[src/rtl/mul_sched.sv]
// Round-robin scheduler in front of one shared iterative shift-add multiplier.
// One transaction in flight; result held until the consumer accepts it.
module mul_sched #(
  parameter int unsigned WIDTH = 16,
  parameter int unsigned NREQ  = 4
) (
  input  logic                  CK,
  input  logic                  RST,
  input  logic [NREQ-1:0]       req_valid,
  output logic [NREQ-1:0]       req_ready,
  input  logic [NREQ*WIDTH-1:0] req_a,
  input  logic [NREQ*WIDTH-1:0] req_b,
  output logic                  res_valid,
  input  logic                  res_ready,
  output logic [WIDTH-1:0]      res_data,
  output logic [1:0]            res_id,
  output logic                  busy
);

  localparam int unsigned IDW = 2;

  typedef enum logic [1:0] {IDLE, RUN, DONE} state_t;

  state_t           state;
  logic [WIDTH-1:0] m1, m2, acc;
  logic [IDW-1:0]   id, last;

  logic             any;
  logic [IDW-1:0]   win, cand;
  int unsigned      idx;
  logic [WIDTH-1:0] a_sel, b_sel, acc_nxt, m2_nxt;

  // Search starts just past the last winner so every requester gets a turn.
  always_comb begin
    any  = 1'b0;
    win  = '0;
    idx  = 0;
    cand = '0;
    for (int unsigned k = 1; k <= NREQ; k++) begin
      idx  = (32'(last) + k) % NREQ;
      cand = idx[IDW-1:0];
      if (!any && req_valid[cand]) begin
        any = 1'b1;
        win = cand;
      end
    end
  end

  always_comb begin
    req_ready = '0;
    if (state == IDLE && any && !RST)
      req_ready[win] = 1'b1;
  end

  assign a_sel   = req_a[32'(win)*WIDTH +: WIDTH];
  assign b_sel   = req_b[32'(win)*WIDTH +: WIDTH];
  assign acc_nxt = m2[0] ? acc + m1 : acc;
  assign m2_nxt  = m2 >> 1;

  always_ff @(posedge CK or posedge RST) begin
    if (RST) begin
      state     <= IDLE;
      m1        <= '0;
      m2        <= '0;
      acc       <= '0;
      id        <= '0;
      last      <= IDW'(NREQ - 1);
      res_valid <= 1'b0;
      res_data  <= '0;
      res_id    <= '0;
      busy      <= 1'b0;
    end else begin
      case (state)
        IDLE: begin
          if (any) begin
            m1    <= a_sel;
            m2    <= b_sel;
            acc   <= '0;
            id    <= win;
            last  <= win;
            state <= RUN;
            busy  <= 1'b1;
          end
        end
        RUN: begin
          acc <= acc_nxt;
          m1  <= m1 << 1;
          m2  <= m2_nxt;
          // Early exit once no multiplier bits remain; b=0 still takes one cycle.
          if (m2_nxt == '0) begin
            state     <= DONE;
            res_valid <= 1'b1;
            res_data  <= acc_nxt;
            res_id    <= id;
          end
        end
        DONE: begin
          if (res_ready) begin
            state     <= IDLE;
            res_valid <= 1'b0;
            busy      <= 1'b0;
          end
        end
        default: state <= IDLE;
      endcase
    end
  end

endmodule

[config.mk]
export PLATFORM = sky130hd
export DESIGN_NAME = mul_sched
export DESIGN_NICKNAME = d
export VERILOG_FILES = /design/src/rtl/mul_sched.sv
export SDC_FILE = /design/constraint.sdc
export NUM_CORES = 1
export LEC_CHECK = 0
export CAP_MARGIN = 20
export CORE_MARGIN = 3
export CORE_UTILIZATION = 30
export CTS_CLUSTER_DIAMETER = 40
export DETAILED_ROUTE_END_ITERATION = 10
export MAX_ROUTING_LAYER = met4
export PLACE_DENSITY = 0.65
export SLEW_MARGIN = 10
export SYNTH_ARGS = -nofsm -noshare
export SYNTH_HDL_FRONTEND = slang
export SYNTH_SLANG_ARGS = --single-unit
[constraint.sdc]
create_clock -name CK -period 2.8 [get_ports CK]
set_input_delay 0.42 -clock CK [delete_from_list [all_inputs] [get_ports CK]]
set_output_delay 0.42 -clock CK [all_outputs]
set_load 0.02 [all_outputs]
==> impl_metrics.yaml <==
status:
  status: "finished, final reports clean"
detailed_routing:
  drt-total-wl_um: 14110
  ant_nets: 0
  post-route-drc-count: 0
  wl_per_cell_um: 16.18
  avgViaCountPerCell: 5.091
  vias: 4439
  dr.pass1.iters: 4
  dr.first_iter.drc_count: 221
cells_and_area:
  final_cell_mix: "clkdlybuf4s50_1 (155), mux2i_1 (76), dfrtp_1 (72)"
  fin_area_um2: 6964
  fin_nets: 808
  diodes: 0
  fin_util: 0.4498
  layout_commonest_cell: "clkdlybuf4s50_1"
  layout-area-overhead-vs-synth_pct: 43.97
  drive_gt1_frac: 0.07413
sta:
  setup_violations: 0
  period_share: 0.9639
  worst_slack_ps: 101.0
  whs_ps: 472.8
  slew-limit-headroom: 0.3912
  drv_slew: 0
  timing.fmax_mhz: 370.5
  worstMarginPinSlew_ps: 913.2
  final_hold_viol_count: 0
  clock_skew_ps: 6.608
  period_needed_ps: 2699
worst_hold_path:
  hp-class: "reg -> reg"
setup_path:
  cp_common_cell: "clkdlybuf4s50_1"
  critPathCaptureType: "output port"
  crit_chain: "clkdlybuf4s50_1 > nor2b_1 > nor3_1 > a31oi_2 > nor2_4 > nor2_1 > clkdlybuf4s50_1"
  crit_fanout: 4
  slowest_delay_ps: 620
  required_ps: 2380
  start_kind: "primary input"
  worst-setup-path-type: "in -> out"
  critPathArrivalTime_ps: 2280
  crit_slowest_cell: "clkdlybuf4s50_1"
  reg2reg_slack_ps: 150
clock_tree:
  cts_made_buffers: 9
  ctsHoldBuffers: 0
  cts.htree.levels: 3
  root_buffer: "clkbuf_16"
  cts.path.max_buffers: 2
  cts_tree: "done"
  clkTransAtPathRegs_ps: 50
  clock_sinks: 74
  clock_latency_ps: 330
placement:
  post-place-ws_ps: -63.02
  dp_hpwl_um: 10810
  postPlaceCellArea_um2: 6655
  gp_congestion: 0.8720
  port_buffers: 158
global_route:
  antenna_found_initial: 0
  grt_pass1_wl_um: 22690
  gr-usage-all-layers: 0.1612
  first_global_vias: 4634
  grt-ovfl-total: 0
  grt_start_max_net_pins: 75
logic_synthesis:
  syn_avg_cell_area_um2: 9.541
  synth_top_flop_cell: "dfrtp_1"
  syn_area_um2: 4837
  ys_seq_elements: 74
  ys_seq_area_frac: 0.3833
  async_reset_ff_frac: 1.000
  syn-instance-count: 507
  synth_cell_types: 58
  synth_edf_count: 0
  synth_nets: 658
  ys.warnings.count: 0
power_and_ir_drop:
  power_switching_mw: 3.026
  p_total_mw: 7.170
  powerDensity_nw_per_um2: 1030
  switching_share: 0.4221
  power.internal_mw: 4.144
  pwr-share-seq: 0.265
  pwr-share-clk: 0.157
  ir_drop_mv: 0.4019
  p_leak_nw: 3.107
  comb_power_share: 0.578
floorplan:
  ios: 159
  die-height_um: 133.0
  die_width_um: 133.0
  start_util: 0.3124
  fp.coreArea_um2: 15480
  fp-row-count: 45
  die_area_um2: 17680
run:
  drv_cap: 0
layout make-up:
type,count,area [um^2]
Fill cell,1465,8519
Inverter,6,26.28
Sequential cell,74,1854
Clock buffer,12,246.5
Timing Repair Buffer,173,1732
Multi-Input combinational cell,393,2801
Tap cell,211,264.0
Clock inverter,3,40.04
kinds of logic (layout without fill, tap and decap cells):
kind of cell,after synthesis,in the layout,synth area share
simple gates,140,140,0.1443
xor+xnor,14,14,0.02535
compound gates,146,146,0.2015
flops,74,74,0.3833
mux,77,77,0.1596
buf+inv,40,194,0.04294
fa+ha+maj,16,16,0.04294
power groups by stage:
stage | clock (mW) | combinational (mW) | sequential (mW)
2_1_floorplan | 0 | 2.94 | 1.90
4_1_cts | 1.15 | 4.13 | 1.91
6_report | 1.13 | 4.14 | 1.90
3_3_place_gp | 0 | 3.99 | 1.91
5_1_grt | 1.20 | 4.59 | 1.97
3_5_place_dp | 0 | 4.10 | 1.92
registers in the layout (all words and copies together), names as in the netlist:
name and flops:
m1 16, state 2, res_valid 1, acc 16, id 2, busy 1
last 2, m2 16, res_data 16, res_id 2
layer usage:
metal  global-route usage  routed length (um)  up-vias
met4              0.04099                 128        0
met5                    -                   0        -
met1               0.2064                6485     2100
met2               0.2700                6964      133
li1                     -                   -     2194
met3              0.02129                 532       12
final timing paths:
check | start | to | depth (start not counted)
max reg2reg | m1[0] | res_data[14] | 9
max | req_valid[3] | req_ready[3] | 7
min reg2reg | id[0] | res_id[0] | 2
min | id[0] | res_id[0] | 2
min in group asynchronous | RST | m2[4] | 3
max in group asynchronous | RST | res_data[13] | 3
cell usage after synthesis (all sizes together) (4+ instances only):
cell    number  area (um^2)
ha          15        187.7
xnor2        9        78.83
nor3         4        20.02
xor2         5        43.79
o21ai       33        165.2
o221ai      30        262.8
mux2i       76        760.7
o22ai        4        25.02
buf         10        83.83
dfrtp       72         1802
nand2b       4        25.02
nand3        9        45.04
nand2       54        202.7
a31oi        5        46.29
inv          6        22.52
a22o         5        43.79
nor4         5        31.28
a21oi       50        257.8
clkbuf      24        101.3
nor2        17        66.32
and3        31        193.9
worst max-delay path: cells and delay by family:
kind	cells	cell delay, ps
buf+inv	2	1120
simple gates	4	480
compound gates	1	250
timing repair:
action	CTS	global route
pin swaps	0	1
resized for setup	2	4
setup buffers	0	1
endpoints found under the setup margin	2	3
stage by stage:
step	TNS, ps	std cells
detailed placement	-193.9	856
floorplan	0	507
global route	-2.879	872
CTS	0	871
global placement	0	856
finish	0	872
No activity file was read; power rests on OpenSTA's default activity.
